`config.mk`:
```
export PLATFORM = sky130hd
export DESIGN_NAME = peridot_spiflash_byte_master
export DESIGN_NICKNAME = d
export VERILOG_FILES = /design/src/rtl/peridot_spiflash_byte_master.sv
export SDC_FILE = /design/constraint.sdc
export NUM_CORES = 1
export LEC_CHECK = 0
export CORE_MARGIN = 3
export CORE_UTILIZATION = 54
export CTS_CLUSTER_SIZE = 20
export DETAILED_ROUTE_END_ITERATION = 10
export GPL_ROUTABILITY_DRIVEN = 1
export PLACE_DENSITY = 0.86
export SLEW_MARGIN = 30
export SYNTH_ARGS = -nofsm -noshare
export SYNTH_HDL_FRONTEND = slang
export SYNTH_SLANG_ARGS = --single-unit
```
`constraint.sdc`:
```
create_clock -name csi_clk -period 6 [get_ports csi_clk]
set_input_delay 0.9 -clock csi_clk [delete_from_list [all_inputs] [get_ports csi_clk]]
set_output_delay 0.9 -clock csi_clk [all_outputs]
set_load 0.03 [all_outputs]
```
`src/rtl/peridot_spiflash_byte_master.sv`:
```
// Byte-wide SPI master for the boot SPI-Flash: one CSR-triggered byte exchange
// at a time, with runtime bit order, SPI mode and SCLK divider.
module peridot_spiflash_byte_master #(
    parameter bit         DEFAULT_REG_BITRVS = 1'b0,
    parameter logic [1:0] DEFAULT_REG_MODE   = 2'd0,
    parameter logic [7:0] DEFAULT_REG_CLKDIV = 8'd0
) (
    input  logic        csi_clk,
    input  logic        rsi_reset_n,
    input  logic        avs_address,
    input  logic        avs_read,
    output logic [31:0] avs_readdata,
    input  logic        avs_write,
    input  logic [31:0] avs_writedata,
    output logic        ins_irq,
    output logic        spi_ss_n,
    output logic        spi_sclk,
    output logic        spi_mosi,
    input  logic        spi_miso
);
    typedef enum logic {IDLE, XFER} state_t;

    state_t      state_q;
    logic        ready_q, select_q, irqena_q, bitrvs_q;
    logic [1:0]  mode_q;
    logic [7:0]  clkdiv_q, rxdata_q, div_q, tx_q, rx_q;
    logic [4:0]  edge_q;
    logic        sclk_q, mosi_q;

    logic        wr0, wr1, sample_edge;
    logic [4:0]  edge_d;
    logic [7:0]  tx_load, rx_shift, rx_final;

    function automatic logic [7:0] rev8(input logic [7:0] v);
        logic [7:0] r;
        for (int i = 0; i < 8; i++) r[i] = v[7-i];
        return r;
    endfunction

    assign wr0         = avs_write & ~avs_address;
    assign wr1         = avs_write & avs_address;
    assign tx_load     = bitrvs_q ? rev8(avs_writedata[7:0]) : avs_writedata[7:0];
    assign edge_d      = edge_q + 5'd1;
    // Odd edges are leading; CPHA=0 samples on leading, CPHA=1 on trailing.
    assign sample_edge = edge_d[0] ^ mode_q[0];
    assign rx_shift    = {rx_q[6:0], spi_miso};
    assign rx_final    = sample_edge ? rx_shift : rx_q;

    always_ff @(posedge csi_clk or negedge rsi_reset_n) begin
        if (!rsi_reset_n) begin
            state_q  <= IDLE;
            ready_q  <= 1'b1;
            select_q <= 1'b0;
            irqena_q <= 1'b0;
            bitrvs_q <= DEFAULT_REG_BITRVS;
            mode_q   <= DEFAULT_REG_MODE;
            clkdiv_q <= DEFAULT_REG_CLKDIV;
            rxdata_q <= 8'd0;
            div_q    <= 8'd0;
            tx_q     <= 8'd0;
            rx_q     <= 8'd0;
            edge_q   <= 5'd0;
            sclk_q   <= DEFAULT_REG_MODE[1];
            mosi_q   <= 1'b0;
        end else begin
            case (state_q)
                IDLE: begin
                    sclk_q <= mode_q[1];
                    if (wr1) begin
                        bitrvs_q <= avs_writedata[15];
                        mode_q   <= avs_writedata[13:12];
                        clkdiv_q <= avs_writedata[7:0];
                        sclk_q   <= avs_writedata[13];
                    end
                    if (wr0) begin
                        irqena_q <= avs_writedata[15];
                        select_q <= avs_writedata[8];
                        if (avs_writedata[9]) begin
                            // CPHA=0 puts the first bit out immediately; CPHA=1 waits for edge 1.
                            if (!mode_q[0]) begin
                                mosi_q <= tx_load[7];
                                tx_q   <= {tx_load[6:0], 1'b0};
                            end else begin
                                tx_q   <= tx_load;
                            end
                            div_q   <= clkdiv_q;
                            edge_q  <= 5'd0;
                            ready_q <= 1'b0;
                            state_q <= XFER;
                        end
                    end
                end
                XFER: begin
                    if (div_q == 8'd0) begin
                        div_q  <= clkdiv_q;
                        sclk_q <= ~sclk_q;
                        edge_q <= edge_d;
                        if (sample_edge) begin
                            rx_q <= rx_shift;
                        end else begin
                            mosi_q <= tx_q[7];
                            tx_q   <= {tx_q[6:0], 1'b0};
                        end
                        if (edge_d == 5'd16) begin
                            rxdata_q <= bitrvs_q ? rev8(rx_final) : rx_final;
                            ready_q  <= 1'b1;
                            state_q  <= IDLE;
                        end
                    end else begin
                        div_q <= div_q - 8'd1;
                    end
                end
                default: state_q <= IDLE;
            endcase
        end
    end

    always_comb begin
        avs_readdata = 32'd0;
        if (!avs_address)
            avs_readdata = {16'd0, irqena_q, 5'd0, ready_q, select_q, rxdata_q};
        else
            avs_readdata = {16'd0, bitrvs_q, 1'b0, mode_q, 4'd0, clkdiv_q};
    end

    assign ins_irq  = irqena_q & ready_q;
    assign spi_ss_n = ~select_q;
    assign spi_sclk = sclk_q;
    assign spi_mosi = mosi_q;

    logic unused_ok;
    assign unused_ok = &{1'b0, avs_read, avs_writedata[31:16], avs_writedata[14],
                         avs_writedata[11:10]};
endmodule

```
==> results of run 1 <==
-- power groups by stage --
| stage | Sequential (uW) | Combinational [uW] | Clock (uW) |
|---|---|---|---|
| 5_1_grt | 607 | 511 | 210 |
| 3_5_place_dp | 596 | 466 | 0 |
| 3_3_place_gp | 588 | 454 | 0 |
| 6_report | 592 | 466 | 192 |
| 4_1_cts | 590 | 470 | 197 |
| 2_1_floorplan | 540 | 380 | 0 |
-- through the flow --
step	util (%)	total power, uW	hold WS (ns)	std cells	area (sq um)
2_1_floorplan	-	920	0.441	302	3190
3_3_place_gp	62.1	1040	0.461	379	3440
3_5_place_dp	62.1	1060	0.467	379	3440
4_1_cts	63.5	1260	0.501	386	3520
5_1_grt	63.6	1330	0.522	386	3520
6_report	63.6	1250	0.497	386	3520
-- per-layer routing --
metal | routed length (um) | share of wire, % | up-vias
met5 | 0 | 0 | -
met4 | 71 | 1.1 | 0
met3 | 269 | 4.2 | 6
met2 | 3160 | 49 | 52
met1 | 2920 | 45 | 1129
li1 | - | - | 1057
-- registers in the layout (all words and copies together), names as in the netlist, 2 cells and up --
register / flops
tx_q: 8
mode_q: 2
edge_q: 5
rx_q: 8
div_q: 8
clkdiv_q: 8
rxdata_q: 8
-- path summary, 6_finish.rpt --
kind | slack (ns) | from | end
setup / recovery | 2.23 | avs_address | avs_readdata[7]
hold / removal | 0.50 | rx_q[7]$_DFFE_PN0P_ | rx_q[7]$_DFFE_PN0P_
setup reg to reg | 3.20 | div_q[0]$_DFFE_PN0P_ | rxdata_q[3]$_DFFE_PN0P_
hold reg to reg | 0.50 | rx_q[7]$_DFFE_PN0P_ | rx_q[7]$_DFFE_PN0P_
max in group asynchronous | 4.81 | rsi_reset_n | bitrvs_q$_DFFE_PN0P_
min in group asynchronous | 0.71 | rsi_reset_n | tx_q[5]$_DFFE_PN0P_
-- synth_stat cells, drive strengths merged, types with 2 or more instances --
cell type	instances	share of area [%]
dfrtp	53	42
mux2	30	11
mux2i	29	9.3
o21ai	29	5.0
buf	28	5.9
nand2	22	2.7
nor2	7	0.84
inv	6	0.72
a21oi	5	0.80
nand2b	5	1.0
and2	4	0.80
clkbuf	4	0.48
mux4	4	2.9
nand3	4	0.64
nor3	4	1.0
nor3b	4	0.96
a221o	3	0.96
a22o	3	0.84
ha	3	1.2
nor4	3	1.1
o211ai	3	0.72
xnor2	3	1.1
xor2	3	0.84
a21boi	2	0.48
nor2b	2	0.40
or4	2	0.60
-- logic make-up after synthesis --
| family | synth area share, % |
|---|---|
| muxes | 23.0 |
| DFF | 43.3 |
| adders and majority gates | 1.20 |
| other | 0.120 |
| xor gates and xnor gates | 1.92 |
| buffers and inverters | 7.09 |
| and+or+nand+nor | 11.3 |
| AOI/OAI and AO/OA | 12.1 |
-- worst reg2reg max path, cell delays in order, from the launching register on --
cell and delay [ns]:
dfrtp_1 0.41, inv_1 0.14, ha_1 0.18, nor3b_1 0.38, nand3_1 0.58, nor3_4 0.63
mux2_2 0.40
-- final cells by class --
class                      instances  area [sq um]  area share [%]
clock buffer                       6          72.6            2.06
clock inverter                     1          7.51           0.213
inverter                           6          22.5           0.640
multi-input combinational        210          1620            45.9
sequential                        54          1350            38.5
tap                               72          90.1            2.56
timing repair buffer              37           358            10.2
==> results.cfg, run 1 <==
[status]
status = completed

[clocking]
tritoncts = built
holdBufCountCts = 0
post_cts_buffers = 0
cts_buffer_depth = 2
clkLatencyLatePin_ns = 0.30
ctsRootBufferMaster = clkbuf_8
htreeDepth = 2
cts_resized = 0
clk_pin_slew_ns = 0.09
numCtsBuffers = 5
cts_sinks = 54

[yosys]
synth-async-reset-ratio_pct = 100
ys_types = 55
ys.flop_type = dfrtp_1
netlist_instances = 284
ys_seq_area_share_pct = 43.3
ys_ff_latch = 54
synth-edff-count = 0
avgSynthCellArea_sq_um = 11.0
ys_warn_count = 0
syn-cell-area_sq_um = 3120

[critical_path]
cpMostUsedCell = clkdlybuf4s50_1
path_buf_inv = 2
r2r_cells = 6
cp_num_cells = 3
critPathKind = in2out
max_stage_delay_ns = 0.93
crit_required_ns = 5.10
worstPathMaxFanout = 19
crit_chain = clkdlybuf4s50_1 -> mux2_2 -> clkdlybuf4s50_1
crit_path_end_kind = output pin
cpMaxStageDelayCell = clkdlybuf4s50_1
crit_family = buffers and inverters
arrival_ns = 2.87
critPathLaunchType = input port

[floorplanning]
io_pins = 74
die_y_um = 82.1
initial_core_util_pct = 56.4
dieArea_sq_um = 6730
die_x_um = 82.1
core_area_sq_um = 5540
num_rows = 27

[grt]
grt_use_met1_pct = 28.8
busiest_layer = met2
use_met2_pct = 32.5
grtUsageTotal_pct = 20.4
grt_max_degree = 55
grt_pass1_vias = 2091
antenna_found_initial = 0
grt.overflow.total = 0
grt_pass1_wl_um = 10500
grtUsageMet3_pct = 4.06

[route]
drt_iter0_markers = 167
ant_nets = 0
vias = 2244
dr.pass1.iters = 4
vias_per_cell = 5.81
drc_errors = 0
drt-total-wl_um = 6420
wire_per_inst_um = 16.6

[power]
swShare_pct = 38.0
p_leak_uw = 0.00160
p_int_uw = 775
p_switching_uw = 475
p_per_area_nw_per_um2 = 355
p_seq_share_pct = 47.4
vdd_ir_drop_max_v = 0.000289
p_clk_share_pct = 15.3
p_comb_share_pct = 37.3

[timing]
setup_ws_ns = 2.23
tns_ns = 0
min_period_ns = 3.77
hold_viol = 0
fin_skew_ns = 0.0101
final-max-slew-violation-count = 0
max_freq_mhz = 265
tightest_slew_ns = 0.717
final-setup-viol-count = 0
maxSlewHeadroom_pct = 52.0
fin_crit_sh_pct = 62.8
rsz0062_at_grt = false

[final_layout]
fill_cells = 453
nNetsFinal = 355
diodes = 0
syn2layout_area_growth_pct = 12.7
final_common_cell = dfrtp_1
mostFrequentLayoutCells = 52 x dfrtp_1, 33 x clkdlybuf4s50_1, 30 x mux2_2
drive_above_1_share_pct = 17.2

[place]
dp_hpwl_um = 4490
io_buffers = 34
dp_worst_setup_slack_ns = 2.24
place_congestion = 0.876

[worst_hold_path]
hold_class = reg2reg
worstHoldPathCells = 2

[job]
max_cap_viol_count = 0
Note: power is estimated with default switching activity, not from simulation.
==> inputs of run 2 (changes only) <==
CORE_UTILIZATION = 45   (was 54)
PLACE_DENSITY = 0.76   (was 0.86)
clock period = 3.1 ns   (was 6 ns; I/O delays follow)
==> results.cfg, run 2 (synthesis results as in run 1) <==
[route]
drt-total-wl_um = 6680
wl_met3_um = 377
wire_per_inst_um = 16.9
met2_length_um = 3150
drt_iter0_markers = 161
dr.max_layer_used = met4
vias_per_cell = 5.60
vias = 2219
drc_errors = 0
ant_nets = 0
wl_met1_um = 3070
dr.pass1.iters = 4

[critical_path]
worstPathMaxFanout = 15
crit_required_ns = 2.63
critPathKind = in2out
rrSetupSlack_ns = 0.67
cpMostUsedCell = clkdlybuf4s50_1
cpMaxStageDelayCell = clkdlybuf4s50_1
critPathLaunchType = input port
arrival_ns = 2.11
max_stage_delay_ns = 0.60
crit_path_end_kind = output pin
crit_chain = clkdlybuf4s50_1 -> buf_4 -> mux2_2 -> clkdlybuf4s50_1

[floorplanning]
io_pins = 74
initial_core_util_pct = 47.8
die_x_um = 89.3
die_y_um = 89.3
num_rows = 29
dieArea_sq_um = 7980
core_area_sq_um = 6530

[grt]
grt_pass1_vias = 2187
antenna_found_initial = 0
grt.overflow.total = 0
grt_max_degree = 29
grt_pass1_wl_um = 11000
grtUsageTotal_pct = 18.1

[place]
place_congestion = 0.825
dp_hpwl_um = 4790
io_buffers = 34

[job]
max_cap_viol_count = 0

[clocking]
ctsRootBufferMaster = clkbuf_8
clk_pin_slew_ns = 0.10
numCtsBuffers = 5
clkLatencyLatePin_ns = 0.30
cts_sinks = 54
post_cts_buffers = 0
cts_resized = 0
tritoncts = built
htreeDepth = 2
cts_buffer_depth = 2
holdBufCountCts = 0

[timing]
hold_viol = 0
final-max-slew-violation-count = 0
tightest_slew_ns = 0.640
fin_skew_ns = 0.00658
whs_ns = 0.159
rsz0062_at_grt = false
max_freq_mhz = 389
final-setup-viol-count = 0
min_period_ns = 2.57
tns_ns = 0
fin_crit_sh_pct = 83.0
maxSlewHeadroom_pct = 57.4

[final_layout]
mostFrequentLayoutCells = 53 x dfrtp_1, 33 x clkdlybuf4s50_1, 30 x mux2_2
nNetsFinal = 360
drive_above_1_share_pct = 18.5
syn2layout_area_growth_pct = 15.1
final_common_cell = dfrtp_1
diodes = 0
fill_cells = 570

[power]
finalPower_uw = 2530
p_leak_uw = 0.00165
vdd_ir_drop_max_v = 0.000386
p_per_area_nw_per_um2 = 704

[status]
status = completed

[worst_hold_path]
hold_class = in2async
run 2: cell types whose count changed in the layout (fill, tap and decap cells not counted):
| cell | before | now |
|---|---|---|
| clkbuf_8 | 5 | 6 |
| bufinv_16 | 0 | 1 |
| dfrtp_2 | 1 | 0 |
| clkinvlp_4 | 1 | 0 |
| clkbuf_1 | 1 | 0 |
| dfrtp_1 | 52 | 53 |
| buf_4 | 3 | 8 |
run 2: routing by layer:
metal	vias to the layer above	GRT usage (%)
met5	-	0
met4	0	5.14
li1	1062	-
met2	68	26.3
met1	1082	26.6
met3	7	4.70
run 2: cell type report:
type                            instances  area (sq um)  area share (%)
Multi-Input combinational cell        210          1620            45.0
Sequential cell                        54          1350            37.6
Timing Repair Buffer                   42           395            11.0
Tap cell                               77          96.3            2.68
Clock buffer                            6          82.6            2.30
Clock inverter                          1          30.0           0.835
Inverter                                6          22.5           0.626
run 2: worst max-delay path, delay by kind of cell:
family	cells	cell delay (ns)
buf+inv	3	1.28
mux	1	0.36
run 2: through the flow:
| stage | setup slack [ns] | area [sq um] | util [%] | instances |
|---|---|---|---|---|
| 5_1_grt | 0.474 | 3600 | 55.1 | 396 |
| 2_1_floorplan | 1.17 | 3190 | - | 302 |
| 4_1_cts | 0.527 | 3600 | 55.1 | 396 |
| 3_5_place_dp | 0.535 | 3480 | 53.3 | 389 |
| 6_report | 0.527 | 3600 | 55.1 | 396 |
| 3_3_place_gp | 0.531 | 3480 | 53.3 | 389 |
run 2: report_power, final:
| part | switching [uW] | internal, uW |
|---|---|---|
| sequential | 215 | 884 |
| clock | 224 | 259 |
| combinational | 484 | 466 |
| total | 923 | 1610 |
run 2: final timing paths:
| check | from | endpoint | cells after the start |
|---|---|---|---|
| setup / recovery | avs_address | avs_readdata[6] | 4 |
| hold / removal | rsi_reset_n | tx_q[5]$_DFFE_PN0P_ | 1 |
| setup reg to reg | div_q[0]$_DFFE_PN0P_ | rxdata_q[7]$_DFFE_PN0P_ | 6 |
| hold reg to reg | rx_q[7]$_DFFE_PN0P_ | rx_q[7]$_DFFE_PN0P_ | 2 |
| max in group asynchronous | rsi_reset_n | ready_q$_DFFE_PN1P_ | 2 |
| min in group csi_clk | rx_q[7]$_DFFE_PN0P_ | rx_q[7]$_DFFE_PN0P_ | 2 |
==> RTL change 1: new RTL, settings of run 2 <==
Change the parameter `DEFAULT_REG_BITRVS` from 1'b0 to 1'b1.
--- a/src/rtl/peridot_spiflash_byte_master.sv
+++ b/src/rtl/peridot_spiflash_byte_master.sv
@@ -1,7 +1,7 @@
 // Byte-wide SPI master for the boot SPI-Flash: one CSR-triggered byte exchange
 // at a time, with runtime bit order, SPI mode and SCLK divider.
 module peridot_spiflash_byte_master #(
-    parameter bit         DEFAULT_REG_BITRVS = 1'b0,
+    parameter bit         DEFAULT_REG_BITRVS = 1'b1,
     parameter logic [1:0] DEFAULT_REG_MODE   = 2'd0,
     parameter logic [7:0] DEFAULT_REG_CLKDIV = 8'd0
 ) (
Formal check against the unedited RTL: not equivalent (a bounded check fails within 4 cycles, from zero or initial values and one cycle with rsi_reset_n low).
==> RTL change 1 against run 2 <==
Design area shrank 0.70%. Area after synthesis barely moved. Core utilization shrank 0.38 points. Sequential cell count unchanged. Total power down 2.9%. Worst setup slack gained 0.0072 ns. Routed wire length shrank 0.87%. Global-route usage decreased by 0.46 points. Register-to-register slack got worse by 0.03 ns.
==> RTL change 1: results (changes against run 2) <==
Timing
The measured slew at the worst slew-check pin is 0.658 ns (was 0.640 ns). The worst hold slack across all endpoints is 0.0207 ns (was 0.159 ns). The setup slack of the critical path after layout was 0.534 ns (was 0.527 ns). The setup skew after layout came to 0.0137 ns (was 0.00658 ns).

Worst setup path
The reg-to-reg setup timing slack is 0.64 ns (was 0.67 ns). The startpoint of the most critical register-to-register path is div_q[0] (unchanged). The worst reg-to-reg path cell count is 6 (unchanged). The critical path endpoint is avs_readdata[15] (was avs_readdata[6]). The highest fanout seen on the critical path was 14 (was 15). The launch point of the worst path was avs_address (unchanged). The terminus of the critical flop-to-flop path is rxdata_q[6] (was rxdata_q[7]).

Routing
The mean routed wirelength per cell came to 16.7 um (was 16.9 um). The via density per instance is 5.68 (was 5.60). The violation count after the first detailed-route iteration came to 135 (was 161). The total wire length is 6620 um (was 6680 um).

Yosys
The sequential area share after synthesis is 0.433 (about the same). Largest cells by area after synthesis: sky130_fd_sc_hd__dfrtp_1 42%, sky130_fd_sc_hd__mux2_2 11%, sky130_fd_sc_hd__mux2i_1 9.3%, sky130_fd_sc_hd__buf_4 4.6%, sky130_fd_sc_hd__o21ai_0 4.2% (unchanged). The number of distinct library cells after synthesis was 55 (unchanged). The synthesized netlist cell count is 284 (unchanged). Most frequent cells after synthesis: 52 x sky130_fd_sc_hd__dfrtp_1, 30 x sky130_fd_sc_hd__mux2_2, 29 x sky130_fd_sc_hd__mux2i_1, 26 x sky130_fd_sc_hd__o21ai_0, 21 x sky130_fd_sc_hd__nand2_1 (was 53 x sky130_fd_sc_hd__dfrtp_1, 30 x sky130_fd_sc_hd__mux2_2, 29 x sky130_fd_sc_hd__mux2i_1, 26 x sky130_fd_sc_hd__o21ai_0, 21 x sky130_fd_sc_hd__nand2_1). The share of synthesized registers carrying an async set or reset came to 1.00 (unchanged).

Cells and area
The total number of nets in the final design is 360 (unchanged). The fraction of final layout cells sized beyond drive strength 1 was 0.185 (unchanged).

Clock network
The maximum level of the CTS H-tree is 2 (unchanged).

Placed design
The final weighted congestion in routability-driven placement is 0.821 (was 0.825). The worst slack at placement is 0.520 ns (was 0.535 ns). The count of input and output buffers is 34 (unchanged). The post-placement cell area is 3480 um^2 (about the same).

The detailed placement HPWL was 4830 um (was 4790 um).

Power
The share of total power in sequential cells was 0.449 (was 0.434). The switching power is 927 uW (was 923 uW). The reported leakage power came to 1.63 nW (was 1.65 nW). The portion of total power attributed to the clock network is 0.163 (was 0.191). The power density over the cells was 688 nW/um^2 (was 704 nW/um^2). The worst vdd rail ir drop is 0.413 mV (was 0.386 mV).

GRT
The largest net degree at the start of global routing is 44 (was 29). The combined global-route utilization of all metal layers was 0.176 (was 0.181). The first-pass GRT wire length is 10800 um (was 11000 um). The number of antenna violations at the first check in global routing came to 0 (unchanged). The number of global-route vias before repair is 2093 (was 2187).

Hold path
The path class of the lowest-slack min-delay path is in -> async (unchanged).

Run status
Outcome: completed (unchanged).
RTL change 1: cell type report:
type | instances | area (um^2)
fill | 578 | 2960
multi-input combinational | 210 | 1620
sequential | 54 | 1350
timing repair buffer | 42 | 395
tap | 77 | 96.3
clock buffer | 7 | 86.3
inverter | 6 | 22.5
RTL change 1: logic make-up (layout without fill, tap and decap cells):
logic type | count (synthesis) | count (layout) | share of synthesized area
flops | 54 | 54 | 0.433
other cells | 1 | 19 | 0.00120
xor+xnor | 6 | 6 | 0.0192
mux | 63 | 63 | 0.230
fa+ha+maj | 3 | 3 | 0.0120
simple gates | 62 | 62 | 0.113
compound gates | 57 | 57 | 0.121
buf+inv | 38 | 55 | 0.0709
RTL change 1: routing by layer:
metal	vias to the layer above	part of all wire	track usage	wire (um)
met1	1121	0.48	0.262	3210
met2	61	0.46	0.265	3040
met4	0	0.011	0.0487	70
met3	7	0.045	0.0295	301
met5	-	0	0	0
li1	1059	-	-	-
==> RTL change 2: new RTL, config.mk and constraints of run 2 <==
Made on the original files. Add an input register stage for `avs_address`, `avs_read`, `avs_write`, `avs_writedata` and `spi_miso`, without a reset; this delays them by one clock.
--- a/src/rtl/peridot_spiflash_byte_master.sv
+++ b/src/rtl/peridot_spiflash_byte_master.sv
@@ -20,6 +20,20 @@
 );
     typedef enum logic {IDLE, XFER} state_t;
 
+    logic avs_address_q;
+    logic avs_read_q;
+    logic avs_write_q;
+    logic [31:0] avs_writedata_q;
+    logic spi_miso_q;
+
+    always_ff @(posedge csi_clk) begin
+        avs_address_q   <= avs_address;
+        avs_read_q      <= avs_read;
+        avs_write_q     <= avs_write;
+        avs_writedata_q <= avs_writedata;
+        spi_miso_q      <= spi_miso;
+    end
+
     state_t      state_q;
     logic        ready_q, select_q, irqena_q, bitrvs_q;
     logic [1:0]  mode_q;
@@ -37,13 +51,13 @@
         return r;
     endfunction
 
-    assign wr0         = avs_write & ~avs_address;
-    assign wr1         = avs_write & avs_address;
-    assign tx_load     = bitrvs_q ? rev8(avs_writedata[7:0]) : avs_writedata[7:0];
+    assign wr0         = avs_write_q & ~avs_address_q;
+    assign wr1         = avs_write_q & avs_address_q;
+    assign tx_load     = bitrvs_q ? rev8(avs_writedata_q[7:0]) : avs_writedata_q[7:0];
     assign edge_d      = edge_q + 5'd1;
     // Odd edges are leading; CPHA=0 samples on leading, CPHA=1 on trailing.
     assign sample_edge = edge_d[0] ^ mode_q[0];
-    assign rx_shift    = {rx_q[6:0], spi_miso};
+    assign rx_shift    = {rx_q[6:0], spi_miso_q};
     assign rx_final    = sample_edge ? rx_shift : rx_q;
 
     always_ff @(posedge csi_clk or negedge rsi_reset_n) begin
@@ -67,15 +81,15 @@
                 IDLE: begin
                     sclk_q <= mode_q[1];
                     if (wr1) begin
-                        bitrvs_q <= avs_writedata[15];
-                        mode_q   <= avs_writedata[13:12];
-                        clkdiv_q <= avs_writedata[7:0];
-                        sclk_q   <= avs_writedata[13];
+                        bitrvs_q <= avs_writedata_q[15];
+                        mode_q   <= avs_writedata_q[13:12];
+                        clkdiv_q <= avs_writedata_q[7:0];
+                        sclk_q   <= avs_writedata_q[13];
                     end
                     if (wr0) begin
-                        irqena_q <= avs_writedata[15];
-                        select_q <= avs_writedata[8];
-                        if (avs_writedata[9]) begin
+                        irqena_q <= avs_writedata_q[15];
+                        select_q <= avs_writedata_q[8];
+                        if (avs_writedata_q[9]) begin
                             // CPHA=0 puts the first bit out immediately; CPHA=1 waits for edge 1.
                             if (!mode_q[0]) begin
                                 mosi_q <= tx_load[7];
@@ -117,7 +131,7 @@
 
     always_comb begin
         avs_readdata = 32'd0;
-        if (!avs_address)
+        if (!avs_address_q)
             avs_readdata = {16'd0, irqena_q, 5'd0, ready_q, select_q, rxdata_q};
         else
             avs_readdata = {16'd0, bitrvs_q, 1'b0, mode_q, 4'd0, clkdiv_q};
@@ -129,7 +143,7 @@
     assign spi_mosi = mosi_q;
 
     logic unused_ok;
-    assign unused_ok = &{1'b0, avs_read, avs_writedata[31:16], avs_writedata[14],
-                         avs_writedata[11:10]};
+    assign unused_ok = &{1'b0, avs_read_q, avs_writedata_q[31:16], avs_writedata_q[14],
+                         avs_writedata_q[11:10]};
 endmodule
 
Function: changed (Yosys sat finds a counterexample within 4 cycles, from zero or initial values and one cycle with rsi_reset_n low).
==> RTL change 2 against run 2 <==
Worst setup slack got worse by 0.053 ns. Total power increased by 22%. Die area grew 9.6%. Design area increased by 13%. Sequential cell count up 16. Cell count rose by 8.6%. Area after synthesis increased by 10%. Clock power is 58% higher. Routed wire length grew 4.7%. Core utilization increased by 0.21 points. Fmax shrank 2.0%. Count of clock-buffer cells in the layout grew 5. Sequential share of layout area rose by 3.7 points. Critical path type is now reg -> out. Critical endpoint is now avs_readdata[7]. Largest cell class is now registers. Largest power group unchanged. Highest routed layer unchanged.
==> RTL change 2: results (changes against run 2) <==
Run status
Outcome: completed (unchanged).

Cells and area
The number of standard cells in the final layout excluding fillers is 430 (was 396). The area growth from synthesis to layout came to 17.6% (was 15.1%). The fraction of final layout cells sized beyond drive strength 1 is 0.224 (was 0.185).

Placed design
The cell count after placement is 414 (was 389). The worst slack at placement came to 0.705 ns (was 0.535 ns). The detailed placement HPWL is 4940 um (was 4790 um). The final weighted congestion in routability-driven placement is 0.876 (was 0.825). The post-placement cell area is 3830 um^2 (was 3480 um^2).

Timing
The measured slew at the worst slew-check pin is 0.767 ns (was 0.640 ns). The highest achievable clock rate came to 381 MHz (was 389 MHz). The worst hold slack across all endpoints is 0.0386 ns (was 0.159 ns). The setup skew after layout is 0.0112 ns (was 0.00658 ns).

Routing
The total wire length came to 6990 um (was 6680 um). The number of vias after detailed routing is 2303 (was 2219). The violation count after the first detailed-route iteration is 178 (was 161).

Yosys
The share of synthesized registers carrying an async set or reset is 0.771 (was 1.00). The synthesized netlist cell count is 287 (was 284). Largest cells by area after synthesis: sky130_fd_sc_hd__dfrtp_1 39%, sky130_fd_sc_hd__mux2_2 12%, sky130_fd_sc_hd__dfxtp_1 9.3%, sky130_fd_sc_hd__mux2i_1 8.7%, sky130_fd_sc_hd__buf_4 4.1% (was sky130_fd_sc_hd__dfrtp_1 42%, sky130_fd_sc_hd__mux2_2 11%, sky130_fd_sc_hd__mux2i_1 9.3%, sky130_fd_sc_hd__buf_4 4.6%, sky130_fd_sc_hd__o21ai_0 4.2%). Most frequent cells after synthesis: 53 x sky130_fd_sc_hd__dfrtp_1, 38 x sky130_fd_sc_hd__mux2_2, 30 x sky130_fd_sc_hd__mux2i_1, 19 x sky130_fd_sc_hd__buf_4, 18 x sky130_fd_sc_hd__o21ai_0 (was 53 x sky130_fd_sc_hd__dfrtp_1, 30 x sky130_fd_sc_hd__mux2_2, 29 x sky130_fd_sc_hd__mux2i_1, 26 x sky130_fd_sc_hd__o21ai_0, 21 x sky130_fd_sc_hd__nand2_1).

GRT
The combined global-route utilization of all metal layers is 0.172 (was 0.181). The number of global-route vias before repair is 2359 (was 2187). The largest net degree at the start of global routing was 25 (was 29). The first-pass GRT wire length came to 11600 um (was 11000 um).

Power
The worst vdd rail ir drop came to 0.419 mV (was 0.386 mV). The reported leakage power is 1.84 nW (was 1.65 nW).

Worst setup path
The startpoint of the most critical register-to-register path is div_q[0] (unchanged). The critical path endpoint is avs_readdata[7] (was avs_readdata[6]). The highest fanout seen on the critical path was 19 (was 15). The arrival time of the worst setup path is 2.16 ns (was 2.11 ns). The worst reg-to-reg path cell count is 7 (was 6).

Clock network
The TritonCTS buffer count came to 9 (was 5). The clock latency of the later-clocked register in the worst-skew pair was 0.36 ns (was 0.30 ns). The maximum level of the CTS H-tree is 3 (was 2). The clock-pin slew of the registers on the worst-case setup and hold paths came to 0.08 ns (was 0.10 ns).
RTL change 2: cell count changes in the layout (fill, tap and decap cells not counted), moves of 3 or more:
cell                       delta
sky130_fd_sc_hd__nand3_1      +4
sky130_fd_sc_hd__dfxtp_1     +16
sky130_fd_sc_hd__nor2_1       -5
sky130_fd_sc_hd__clkbuf_8     +3
sky130_fd_sc_hd__nand2b_1     -3
sky130_fd_sc_hd__o21ai_0      -8
sky130_fd_sc_hd__nand2_1      -5
sky130_fd_sc_hd__mux2_2       +8
RTL change 2: cells by family after synthesis:
family | Yosys count | synth area share
AOI/OAI and AO/OA | 45 | 0.0923
adders and majority gates | 3 | 0.0109
and+or+nand+nor | 50 | 0.0846
DFF | 70 | 0.486
buffers and inverters | 39 | 0.0661
xor gates and xnor gates | 6 | 0.0153
muxes | 73 | 0.244
other | 1 | 0.00109
RTL change 2: routing by layer:
metal / up-vias / global-route usage / wire length (um)
met3: 12 / 0.0515 / 420
met1: 1131 / 0.230 / 3190
met4: 0 / 0.0574 / 111
met5: - / 0 / 0
li1: 1080 / - / -
met2: 80 / 0.268 / 3270
RTL change 2: area by class of cell:
| type | instances | area share |
|---|---|---|
| timing repair buffer | 41 | 0.0957 |
| tap | 99 | 0.0306 |
| inverter | 8 | 0.00741 |
| clock inverter | 5 | 0.00896 |
| sequential | 70 | 0.413 |
| clock buffer | 11 | 0.0429 |
| multi-input combinational | 196 | 0.401 |
RTL change 2: worst max-delay path: stages, from the launching register on:
cell                              delay, ns
sky130_fd_sc_hd__dfxtp_1               0.78
sky130_fd_sc_hd__mux2_2                0.43
sky130_fd_sc_hd__clkdlybuf4s50_1       0.60
RTL change 2: report_power, final:
group	switching [mW]	internal [mW]
Sequential	0.218	1.11
Combinational	0.518	0.489
Clock	0.373	0.391
